File: config.mk
export PLATFORM = sky130hd
export DESIGN_NAME = quad_sched
export DESIGN_NICKNAME = d
export VERILOG_FILES = /design/src/rtl/quad_sched.sv
export SDC_FILE = /design/constraint.sdc
export NUM_CORES = 1
export LEC_CHECK = 0
export ABC_CLOCK_PERIOD_IN_PS = 12770
export BUFFER_PORTS_ARGS = -buffer_cell sky130_fd_sc_hd__buf_4
export CAP_MARGIN = 15
export CORE_AREA = 2 2 112 114
export DETAILED_ROUTE_END_ITERATION = 12
export DIE_AREA = 0 0 114 116
export PLACE_DENSITY = 0.87
export SYNTH_ARGS = -nofsm -noshare
export SYNTH_HDL_FRONTEND = slang
export SYNTH_SLANG_ARGS = --single-unit
File: constraint.sdc
create_clock -name clock -period 12.77 [get_ports clock]
set_input_delay 1.277 -clock clock [delete_from_list [all_inputs] [get_ports clock]]
set_output_delay 1.277 -clock clock [all_outputs]
set_load 0.05 [all_outputs]
File: src/rtl/quad_sched.sv
// rtl/quad_sched.sv - two-requester Horner quadratic evaluator sharing one 16-bit multiplier
module quad_sched (
    input  logic        clock,
    input  logic        reset,
    input  logic        req0,
    input  logic [7:0]  x0,
    input  logic [15:0] a0,
    input  logic [15:0] b0,
    input  logic [15:0] c0,
    input  logic        req1,
    input  logic [7:0]  x1,
    input  logic [15:0] a1,
    input  logic [15:0] b1,
    input  logic [15:0] c1,
    output logic        grant0,
    output logic        grant1,
    output logic        ready,
    output logic        valid,
    output logic [15:0] result,
    output logic        owner
);

    typedef enum logic [1:0] {
        IDLE = 2'd0,
        MAC1 = 2'd1,
        MAC2 = 2'd2,
        DONE = 2'd3
    } state_t;

    state_t      state_q, state_d;
    logic [7:0]  x_q;
    logic [15:0] a_q, b_q, c_q;
    logic [15:0] acc_q, acc_d;
    logic [15:0] result_q;
    logic        owner_q;
    logic        sel_q;
    logic        last_q;
    logic        win;
    logic        any_req;
    logic [15:0] x_ext;
    logic [15:0] mul_a;
    logic [15:0] prod;
    logic [15:0] addend;

    // Round-robin pick: on a tie the requester not granted last wins
    always_comb begin
        any_req = req0 | req1;
        win     = 1'b0;
        if (req0 && req1) begin
            win = ~last_q;
        end else if (req1) begin
            win = 1'b1;
        end
    end

    // Shared multiply-add: MAC1 computes a*x+b, MAC2 computes acc*x+c (low 16 bits kept)
    always_comb begin
        x_ext  = {{8{x_q[7]}}, x_q};
        mul_a  = (state_q == MAC1) ? a_q : acc_q;
        addend = (state_q == MAC1) ? b_q : c_q;
        prod   = mul_a * x_ext;
        acc_d  = prod + addend;
    end

    // Next-state logic; arbitration only ever happens from IDLE
    always_comb begin
        state_d = state_q;
        case (state_q)
            IDLE:    if (any_req) state_d = MAC1;
            MAC1:    state_d = MAC2;
            MAC2:    state_d = DONE;
            DONE:    state_d = IDLE;
            default: state_d = IDLE;
        endcase
    end

    // State, operand capture, accumulator and registered result
    always_ff @(posedge clock) begin
        if (!reset) begin
            state_q  <= IDLE;
            x_q      <= '0;
            a_q      <= '0;
            b_q      <= '0;
            c_q      <= '0;
            acc_q    <= '0;
            result_q <= '0;
            owner_q  <= 1'b0;
            sel_q    <= 1'b0;
            last_q   <= 1'b1;
        end else begin
            state_q <= state_d;
            case (state_q)
                IDLE: begin
                    if (any_req) begin
                        sel_q  <= win;
                        last_q <= win;
                        x_q    <= win ? x1 : x0;
                        a_q    <= win ? a1 : a0;
                        b_q    <= win ? b1 : b0;
                        c_q    <= win ? c1 : c0;
                    end
                end
                MAC1: begin
                    acc_q <= acc_d;
                end
                MAC2: begin
                    acc_q    <= acc_d;
                    result_q <= acc_d;
                    owner_q  <= sel_q;
                end
                default: begin
                end
            endcase
        end
    end

    assign grant0 = (state_q == MAC1) && !sel_q;
    assign grant1 = (state_q == MAC1) &&  sel_q;
    assign ready  = (state_q == IDLE);
    assign valid  = (state_q == DONE);
    assign result = result_q;
    assign owner  = owner_q;

endmodule

==> metrics.md, run 1 <==
| Metric | Value |
|---|---|
| Hold-fix buffers, CTS | 0 |
| Remaining Overflow, GRT | 0 |
| #FFs+latches synth | 93 |
| Max-cap viol count | 0 |
| Final hold vios | 0 |
| Post-synthesis adder-cell area fraction | 27.0% |
| Initial antenna violation count | 0 |
| Critical Path Source Type | flip-flop |
| Power Density | 277 mW/mm² |
| DRC violations left | 0 |
| Dpl cell area | 0.00843 mm² |
| Clk_lat worst skew | 0.35 ns |
| Post-Syn Area | 0.00736 mm² |
| Status | completed |
| Clk sinks | 93 |
| Post-layout min period | 5.95 ns |
| Delay of the slowest critical-path stage | 0.65 ns |
| Post-CTS Setup Repair Bufs | 0 |
| Fin crit share | 46.6% |
| Antenna-violating nets left | 0 |
| Worst-Margin Slew | 1.02 ns |
| CTS buffer count | 9 |
| Die width | 114 µm |
| # nets final | 1097 |
| Number of H-tree levels | 3 |
| Drt pass-1 iters | 5 |
| Register area share after synthesis | 25.3% |
| Worst setup path class | reg -> reg |
| CP startpoint | state_q[1] |
| I/O Pins | 137 |
| Diode count | 0 |
| GPL Wtd Cong | 0.901 |
| Min-delay src | result[12] |
| WHS Path Cells | 2 |
| Distinct cells, synth | 41 |
| Final core utilization | 73.0% |
| Final HPWL DP | 14.1 mm |
| Filler cell count | 848 |
| Fin Clk Skew | 0.00774 ns |
| Net count after synthesis | 989 |
| Worst R2R Path Depth | 19 |
| Wirelength, routed | 18.0 mm |
| First DRT Iteration DRCs | 294 |
| Clock root buffer | clkbuf_16 |
| Core area | 0.0119 mm² |
| Yosys warns | 0 |
| Post-Route Setup TNS | 0 ns |
| Mux contribution to synthesized area | 16.4% |
| Max VDD drop | 0.258 mV |
| DR WL/cell | 17.7 µm |
| Most used cell, CP | fa_1 |
| Async set-reset flop share out of synthesis | 0% |
| Die Span Y | 116 µm |
| Crit. End Element | flip-flop |
| Simple-gate share of the synthesized area | 13.2% |
| Largest net degree at the start of global routing | 114 |
| Syn Area/Cell | 9.69 µm² |
| EDFF count, synth | 0 |
| Worst hold path type | reg -> reg |
| Post-synthesis compound-gate area fraction | 8.95% |
| Slowest CP cell | mux2i_1 |
| First-pass GRT wire length | 29.3 mm |
| # rows | 40 |
| Top cells by area, synth | dfxtp_1 25%, fa_1 20%, mux2i_1 14% |
| R2R Path End | result[15] |
| CTS tree | yes |
| Required time of the critical path | 12.95 ns |
| Worst EP arrival | 6.13 ns |
| Worst path top cell family by delay | adder cells |
| Share of cells above drive strength 1 | 20.0% |
| Starting Density | 61.8% |
| Area leader, netlist | dfxtp_1 |
| Crit path max fanout | 34 |
| Most used DFF post-synth | dfxtp_1 |
| DIE AREA | 0.0132 mm² |
| Endpoints failing setup | 0 |
| Clk buf depth | 2 |
| Worst path cell trace | inv_1 -> ha_2 -> buf_4 -> mux2i_1 -> nand2_1 -> fa_1 -> fa_1 -> inv_1 -> fa_1 -> fa_1 -> fa_1 -> ha_1 -> o21ai_0 -> nor2_1 -> o41a_1 -> nand3_1 -> a211o_1 -> xnor2_1 -> a21oi_1 |
| RSZ-0062 raised after global routing | false |
| Vias in the first global route | 5941 |
| Hold Path Sink | result[12] |
| Clock transition at path regs | 0.06 ns |
| Crit path buf inv count | 3 |
| CTS resizes | 0 |
| Synth top area share | 25.3% |
| Max Slew Vio Count | 0 |
| Reg-to-reg startpoint | state_q[1] |
| Synth-to-layout area growth | 18.2% |
| Cells after synthesis | 759 |
| Xor and xnor area share after synthesis | 3.16% |
| Vias | 5747 |
| FF-to-FF setup slack | 6.82 ns |
| Slew Limit Headroom | 31.9% |
| Detail-routed via count per cell | 5.64 |
| Gr usage total | 28.6% |
| I/O Buffers | 136 |
| Max Freq | 168 MHz |
| Lkg Pwr | 4.03 nW |
| Largest family of logic cells by synthesized area | adder cells |
| Final Cell Area | 0.00870 mm² |
layout make-up:
cell class                      count  area (µm²)  share of cell area (%)
Timing Repair Buffer              140        1050                    12.1
Clock inverter                      5        35.0                   0.403
Sequential cell                    93        1860                    21.4
Clock buffer                       11         233                    2.68
Multi-Input combinational cell    556        5080                    58.4
Tap cell                          147         184                    2.11
Inverter                           67         251                    2.89
synth_stat cells, drive strengths merged, types with 4 or more instances:
library cell / number
nor2b: 26
a21o: 4
inv: 67
fa: 75
a21oi: 8
clkbuf: 30
nand2: 38
buf: 13
ha: 39
a211oi: 62
o21ai: 6
o21a: 5
and2: 27
xnor2: 23
mux2i: 102
mux2: 13
nand2b: 10
nor2: 100
dfxtp: 93
worst max path at each step:
stage | endpoint | slack (ns) | cells past startpoint
floorplan | result[14] | 7.15 | 24
global placement | result[15] | 7.03 | 19
detailed placement | result[15] | 6.89 | 19
CTS | result[15] | 6.84 | 19
global route | acc_q[15] | 6.40 | 19
finish | result[15] | 6.82 | 19
logic make-up (layout without fill, tap and decap cells):
logic type,Yosys count,in the layout
AND/OR/NAND/NOR,210,210
multiplexers,115,115
adder cells (fa/ha/maj),114,114
buffers and inverters,110,223
flip-flops,93,93
AO/OA/AOI/OAI,92,92
XOR/XNOR,25,25
placed cells by master, fill, tap and decap left out, types with 4 or more instances in the layout:
master     count
a211oi_1      62
nor2_1       100
o21ai_0        6
fa_1          75
clkbuf_16      9
nor2b_1       24
buf_4        140
nand2_1       37
o21a_1         5
nand2b_1      10
inv_1         66
mux2_2         8
dfxtp_1       93
ha_1          38
a21o_1         4
and2_1        27
mux2_4         4
mux2i_1      100
xnor2_1       23
a21oi_1        8
power by group:
part / leakage (nW) / switching [mW] / internal, mW
logic: 3.13 / 0.970 / 0.700
registers: 0.768 / 0.0984 / 0.393
clock network: 0.130 / 0.112 / 0.133
total: 4.03 / 1.18 / 1.23
metal layers:
metal | global-route usage [%] | vias to the layer above | share of wire, %
met1 | 36.9 | 2776 | 41
li1 | - | 2739 | -
met2 | 49.8 | 201 | 51
met4 | 9.43 | 0 | 2.5
met3 | 3.97 | 31 | 5.1
met5 | 0 | - | 0
registers in the layout (all words and copies together), names as in the netlist:
| register | cells |
|---|---|
| x_q | 8 |
| last_q | 1 |
| result | 16 |
| a_q | 16 |
| acc_q | 16 |
| b_q | 16 |
| sel_q | 1 |
| state_q | 2 |
| owner | 1 |
| c_q | 16 |
worst reg2reg max path: cells and delay by family (launching register included):
| family | cells | cell delay (ns) |
|---|---|---|
| compound gates | 4 | 0.67 |
| xor+xnor | 1 | 0.20 |
| fa+ha+maj | 7 | 2.85 |
| buf+inv | 3 | 0.62 |
| flops | 1 | 0.34 |
| mux | 1 | 0.67 |
| simple gates | 3 | 0.43 |
stage by stage:
step / power [mW] / hold slack, ns / worst slack, ns / std cells
floorplan: 1.69 / 0.456 / 7.15 / 759
global placement: 2.07 / 0.472 / 7.03 / 1003
detailed placement: 2.14 / 0.483 / 6.89 / 1003
CTS: 2.41 / 0.502 / 6.84 / 1019
global route: 2.61 / 0.519 / 6.40 / 1019
finish: 2.41 / 0.498 / 6.82 / 1019
(Power assumes the default switching activity.)
==> run 2: changes to the inputs <==
ABC_CLOCK_PERIOD_IN_PS = 5900   (was 12770)
CORE_AREA = 2 2 117 119   (was 2 2 112 114)
DIE_AREA = 0 0 119 121   (was 0 0 114 116)
PLACE_DENSITY = 0.8   (was 0.87)
clock period = 5.9 ns   (was 12.77 ns; I/O delays follow)
==> run 2 against run 1 <==
First-iteration DRC count decreased by 12%. Fmax increased by 8.4%. Worst hold slack got worse by 0.0044 ns. Critical path depth unchanged. Wire length decreased by 8.6%. Flip-flop and latch count unchanged. Utilization decreased by 5.5 points. Die area increased by 8.9%. Final area increased by 1.5%. Via count decreased by 2.0%. Critical path type unchanged.
==> metrics.md, run 2 (synthesized netlist as in run 1, its figures left out) <==
| Metric | Value |
|---|---|
| Status | completed |
| Clk buf depth | 2 |
| Tot Pwr | 5.08 mW |
| Wirelength, routed | 16.4 mm |
| Worst EP arrival | 5.69 ns |
| CTS buffer count | 9 |
| Remaining Overflow, GRT | 0 |
| Crit. End Element | flip-flop |
| Endpoints failing setup | 0 |
| # rows | 42 |
| DRC violations left | 0 |
| Synth-to-layout area growth | 20.1% |
| First DRT Iteration DRCs | 259 |
| Clock root buffer | clkbuf_16 |
| I/O Buffers | 136 |
| Max Slew Vio Count | 0 |
| Worst-Margin Slew | 1.04 ns |
| Slew Limit Headroom | 30.4% |
| Hold-fix buffers, CTS | 0 |
| Drt pass-1 iters | 4 |
| Initial antenna violation count | 0 |
| Highest metal used | met4 |
| Starting Density | 56.2% |
| Gr usage total | 23.9% |
| Vias in the first global route | 5551 |
| Most used cell, CP | fa_1 |
| GPL Wtd Cong | 0.890 |
| Post-Route Setup TNS | 0 ns |
| Post-layout min period | 5.48 ns |
| Largest net degree at the start of global routing | 92 |
| Detail-routed via count per cell | 5.33 |
| Critical Path Source Type | flip-flop |
| RSZ-0062 raised after global routing | false |
| Delay of the slowest critical-path stage | 0.53 ns |
| Met3 WL | 952 µm |
| Max-cap viol count | 0 |
| Metal-1 WL | 7.53 mm |
| Clk sinks | 93 |
| Met2 wire len | 7.64 mm |
| Share of cells above drive strength 1 | 20.7% |
| Clock transition at path regs | 0.07 ns |
| Crit path buf inv count | 3 |
| Fin Clk Skew | 0.0124 ns |
| Post-CTS Setup Repair Bufs | 0 |
| Clk_lat worst skew | 0.36 ns |
| Final hold vios | 0 |
| DR WL/cell | 15.6 µm |
| Final HPWL DP | 13.0 mm |
| Number of H-tree levels | 3 |
| Lkg Pwr | 4.08 nW |
| Diode count | 0 |
| Worst hold path type | in -> reg |
| Core area | 0.0131 mm² |
| Antenna-violating nets left | 0 |
| First-pass GRT wire length | 26.9 mm |
| Crit path max fanout | 9 |
| Critical path depth | 19 |
| Slowest CP cell | fa_1 |
| Worst path top cell family by delay | adder cells |
| DIE AREA | 0.0144 mm² |
| Max Freq | 182 MHz |
| Vias | 5630 |
| WHS Path Cells | 2 |
| Required time of the critical path | 6.11 ns |
| CTS tree | yes |
| Max VDD drop | 0.284 mV |
| Commonest non-fill, non-tap cell in the layout | buf_4 |
| Die width | 119 µm |
| Worst path cell trace | inv_1 -> ha_2 -> mux2_2 -> and2_1 -> fa_1 -> fa_1 -> inv_1 -> fa_1 -> inv_1 -> fa_1 -> fa_1 -> ha_1 -> o21ai_0 -> nor2_1 -> o41a_1 -> nand3_1 -> a211o_1 -> xnor2_1 -> a21oi_1 |
| Power Density | 576 mW/mm² |
| Die Span Y | 121 µm |
| Fin crit share | 92.9% |
| # nets final | 1105 |
| CTS resizes | 0 |
| Worst R2R Path Depth | 19 |
| Most frequent cells in the layout | 147 x buf_4, 100 x mux2i_1, 100 x nor2_1, 93 x dfxtp_1, 75 x fa_1 |
| I/O Pins | 137 |
| Worst setup path class | reg -> reg |
-- run 2: cell types whose count changed in the layout (fill, tap and decap cells not counted) --
| cell | previous run | this run |
|---|---|---|
| buf_4 | 140 | 147 |
| buf_6 | 0 | 1 |
| bufinv_16 | 0 | 1 |
| clkbuf_8 | 0 | 1 |
| clkinv_2 | 2 | 0 |
| clkinv_4 | 0 | 1 |
| inv_6 | 2 | 1 |
-- run 2: area by class of cell --
| class | instances | area, µm² |
|---|---|---|
| Multi-Input combinational cell | 556 | 5080 |
| Fill cell | 1042 | 4250 |
| Sequential cell | 93 | 1860 |
| Timing Repair Buffer | 148 | 1110 |
| Inverter | 67 | 251 |
| Clock buffer | 12 | 246 |
| Tap cell | 176 | 220 |
| Clock inverter | 4 | 55.1 |
-- run 2: routing by layer --
layer / up-vias / GRT usage, %
met3: 18 / 3.81
li1: 2759 / -
met1: 2678 / 32.5
met4: 0 / 7.81
met2: 175 / 39.0
met5: - / 0
-- run 2: final timing paths --
path	from	slack, ns	to
setup / recovery	state_q[1]	0.42	acc_q[15]
hold / removal	reset	0.49	last_q
hold reg to reg	acc_q[1]	0.50	acc_q[1]
setup reg to reg	state_q[1]	0.42	acc_q[15]
-- run 2: report_power, final --
part	internal (mW)	leakage [nW]	switching, mW
Clock	0.343	0.143	0.254
Sequential	0.850	0.768	0.189
Combinational	1.51	3.17	1.94
-- run 2: metrics by stage --
| step | utilization, % | setup WS, ns | instance area (µm²) | hold WS, ns | cells |
|---|---|---|---|---|---|
| floorplan | - | 0.284 | 7360 | 0.456 | 759 |
| global placement | 65.2 | 0.448 | 8530 | 0.474 | 1040 |
| detailed placement | 65.2 | 0.286 | 8530 | 0.484 | 1040 |
| CTS | 67.5 | 0.306 | 8830 | 0.493 | 1056 |
| global route | 67.5 | 0.0476 | 8830 | 0.492 | 1056 |
| finish | 67.5 | 0.416 | 8830 | 0.493 | 1056 |
==> run 3: changes to the inputs <==
CORE_AREA = 2 2 116 118   (was 2 2 117 119)
CTS_BUF_LIST = sky130_fd_sc_hd__clkbuf_4 sky130_fd_sc_hd__clkbuf_8   (was default)
DIE_AREA = 0 0 118 120   (was 0 0 119 121)
PLACE_DENSITY = 0.82   (was 0.8)
==> run 3 against run 2 <==
Global-route usage grew 0.060 points. Wire length grew 0.24%. Fmax shrank 1.0%. Final area shrank 1.5%. Non-clock buffer count shrank 3. Via count shrank 1.2%. Utilization shrank 0.45 points. Combinational power is essentially flat. Worst setup slack lost 0.057 ns. Sequential power is essentially flat. Sequential share of layout area grew 0.31 points. Critical endpoint is now result[15]. Largest power group unchanged.
==> metrics.md, run 3 (synthesized netlist as in run 1, its figures left out) <==
| Metric | Value |
|---|---|
| Max VDD drop | 0.313 mV |
| First DRT Iteration DRCs | 245 |
| Number of H-tree levels | 3 |
| Final hold vios | 0 |
| Reg-to-reg startpoint | state_q[1] |
| Detail-routed via count per cell | 5.29 |
| Commonest non-fill, non-tap cell in the layout | buf_4 |
| CTS tree | yes |
| Min-delay src | reset |
| Power Density | 567 mW/mm² |
| Diode count | 0 |
| Place WS | 0.203 ns |
| Wirelength, routed | 16.5 mm |
| DIE AREA | 0.0142 mm² |
| RSZ-0062 raised after global routing | false |
| Max Slew Vio Count | 0 |
| # nets final | 1102 |
| Tot Pwr | 4.93 mW |
| Most frequent cells in the layout | 144 x buf_4, 100 x mux2i_1, 100 x nor2_1, 93 x dfxtp_1, 75 x fa_1 |
| CP startpoint | state_q[1] |
| I/O Buffers | 136 |
| Starting Density | 56.7% |
| CTS buffer count | 9 |
| # rows | 42 |
| Drt pass-1 iters | 4 |
| Post-Route Setup TNS | 0 ns |
| Crit path max fanout | 12 |
| Endpoints failing setup | 0 |
| Crit. End Element | flip-flop |
| Clock root buffer | clkbuf_8 |
| Max Freq | 180 MHz |
| Worst hold path type | in -> reg |
| DRC violations left | 0 |
| I/O Pins | 137 |
| Antenna-violating nets left | 0 |
| Worst EP arrival | 5.76 ns |
| Vias in the first global route | 5500 |
| Core area | 0.0130 mm² |
| Die width | 118 µm |
| Post-route insts no fill | 1052 |
| Gr usage total | 23.9% |
| Largest net degree at the start of global routing | 114 |
| Post-layout min period | 5.54 ns |
| Post-CTS Setup Repair Bufs | 0 |
| Synth-to-layout area growth | 18.3% |
| First-pass GRT wire length | 26.8 mm |
| Clk buf depth | 2 |
| Clk_lat worst skew | 0.38 ns |
| Vias | 5561 |
| Remaining Overflow, GRT | 0 |
| Placed cells | 1037 |
| Clock transition at path regs | 0.10 ns |
| Final HPWL DP | 13.1 mm |
| GPL Wtd Cong | 0.851 |
| Hold-fix buffers, CTS | 0 |
| Final worst setup slack | 0.359 ns |
| Required time of the critical path | 6.12 ns |
| Fin crit share | 93.9% |
| Max-cap viol count | 0 |
| DR WL/cell | 15.7 µm |
| Die Span Y | 120 µm |
| Clk sinks | 93 |
| Worst setup path class | reg -> reg |
| Status | completed |
| Fin Clk Skew | 0.0182 ns |
| Initial antenna violation count | 0 |
| Share of cells above drive strength 1 | 20.5% |
| Critical Path Source Type | flip-flop |
| Worst-Margin Slew | 1.16 ns |
| Lkg Pwr | 4.02 nW |
| Slew Limit Headroom | 22.7% |
| CTS resizes | 0 |
-- run 3: cell count changes in the layout (fill, tap and decap cells not counted) --
| cell | previous run | this run |
|---|---|---|
| clkbuf_16 | 9 | 0 |
| clkbuf_8 | 1 | 10 |
| buf_4 | 147 | 144 |
| clkbuf_1 | 2 | 0 |
| bufinv_16 | 1 | 0 |
| clkinv_2 | 0 | 1 |
| clkinv_4 | 1 | 2 |
| clkinv_8 | 0 | 1 |
| clkinvlp_4 | 1 | 0 |
| ha_2 | 1 | 0 |
| ha_4 | 0 | 1 |
-- run 3: power by group --
part / internal (mW) / switching, mW
Combinational: 1.50 / 1.97
Clock: 0.168 / 0.245
Sequential: 0.849 / 0.196
Total: 2.52 / 2.41
-- run 3: per-layer routing --
| metal | wire, µm | vias to the layer above | global-route usage [%] |
|---|---|---|---|
| li1 | - | 2744 | - |
| met1 | 7430 | 2621 | 31.9 |
| met2 | 7720 | 176 | 40.2 |
| met3 | 1050 | 20 | 4.13 |
| met4 | 292 | 0 | 6.85 |
| met5 | 0 | - | 0 |
-- run 3: metrics by stage --
| stage | hold WS (ns) | util, % | area, µm² |
|---|---|---|---|
| 2_1_floorplan | 0.456 | - | 7360 |
| 3_3_place_gp | 0.476 | 65.5 | 8500 |
| 3_5_place_dp | 0.481 | 65.5 | 8500 |
| 4_1_cts | 0.443 | 66.9 | 8690 |
| 5_1_grt | 0.464 | 67.0 | 8700 |
| 6_report | 0.450 | 67.0 | 8700 |
-- run 3: path summary, 6_finish.rpt --
check	endpoint	slack, ns	cells after the start
worst max-delay path	result[15]	0.36	19
worst min-delay path	last_q	0.45	2
worst max register to register	result[15]	0.36	19
worst min register to register	result[6]	0.50	2
-- run 3: worst max-delay path, stage by stage, from the launching register on --
cell     delay [ns]
dfxtp_1        0.35
inv_1          0.13
ha_4           0.27
mux2_2         0.44
and2_1         0.20
fa_1           0.43
fa_1           0.51
inv_1          0.06
fa_1           0.53
inv_1          0.06
fa_1           0.39
fa_1           0.47
ha_1           0.34
o21ai_0        0.10
nor2_1         0.18
o41a_1         0.21
nand3_1        0.09
a211o_1        0.32
xnor2_1        0.21
a21oi_1        0.09
-- run 3: cell type report --
cell class / instances / area [µm²]
timing repair buffer: 145 / 1090
fill: 994 / 4280
inverter: 67 / 251
clock inverter: 5 / 47.5
clock buffer: 10 / 138
multi-input combinational: 556 / 5090
tap: 176 / 220
sequential: 93 / 1860
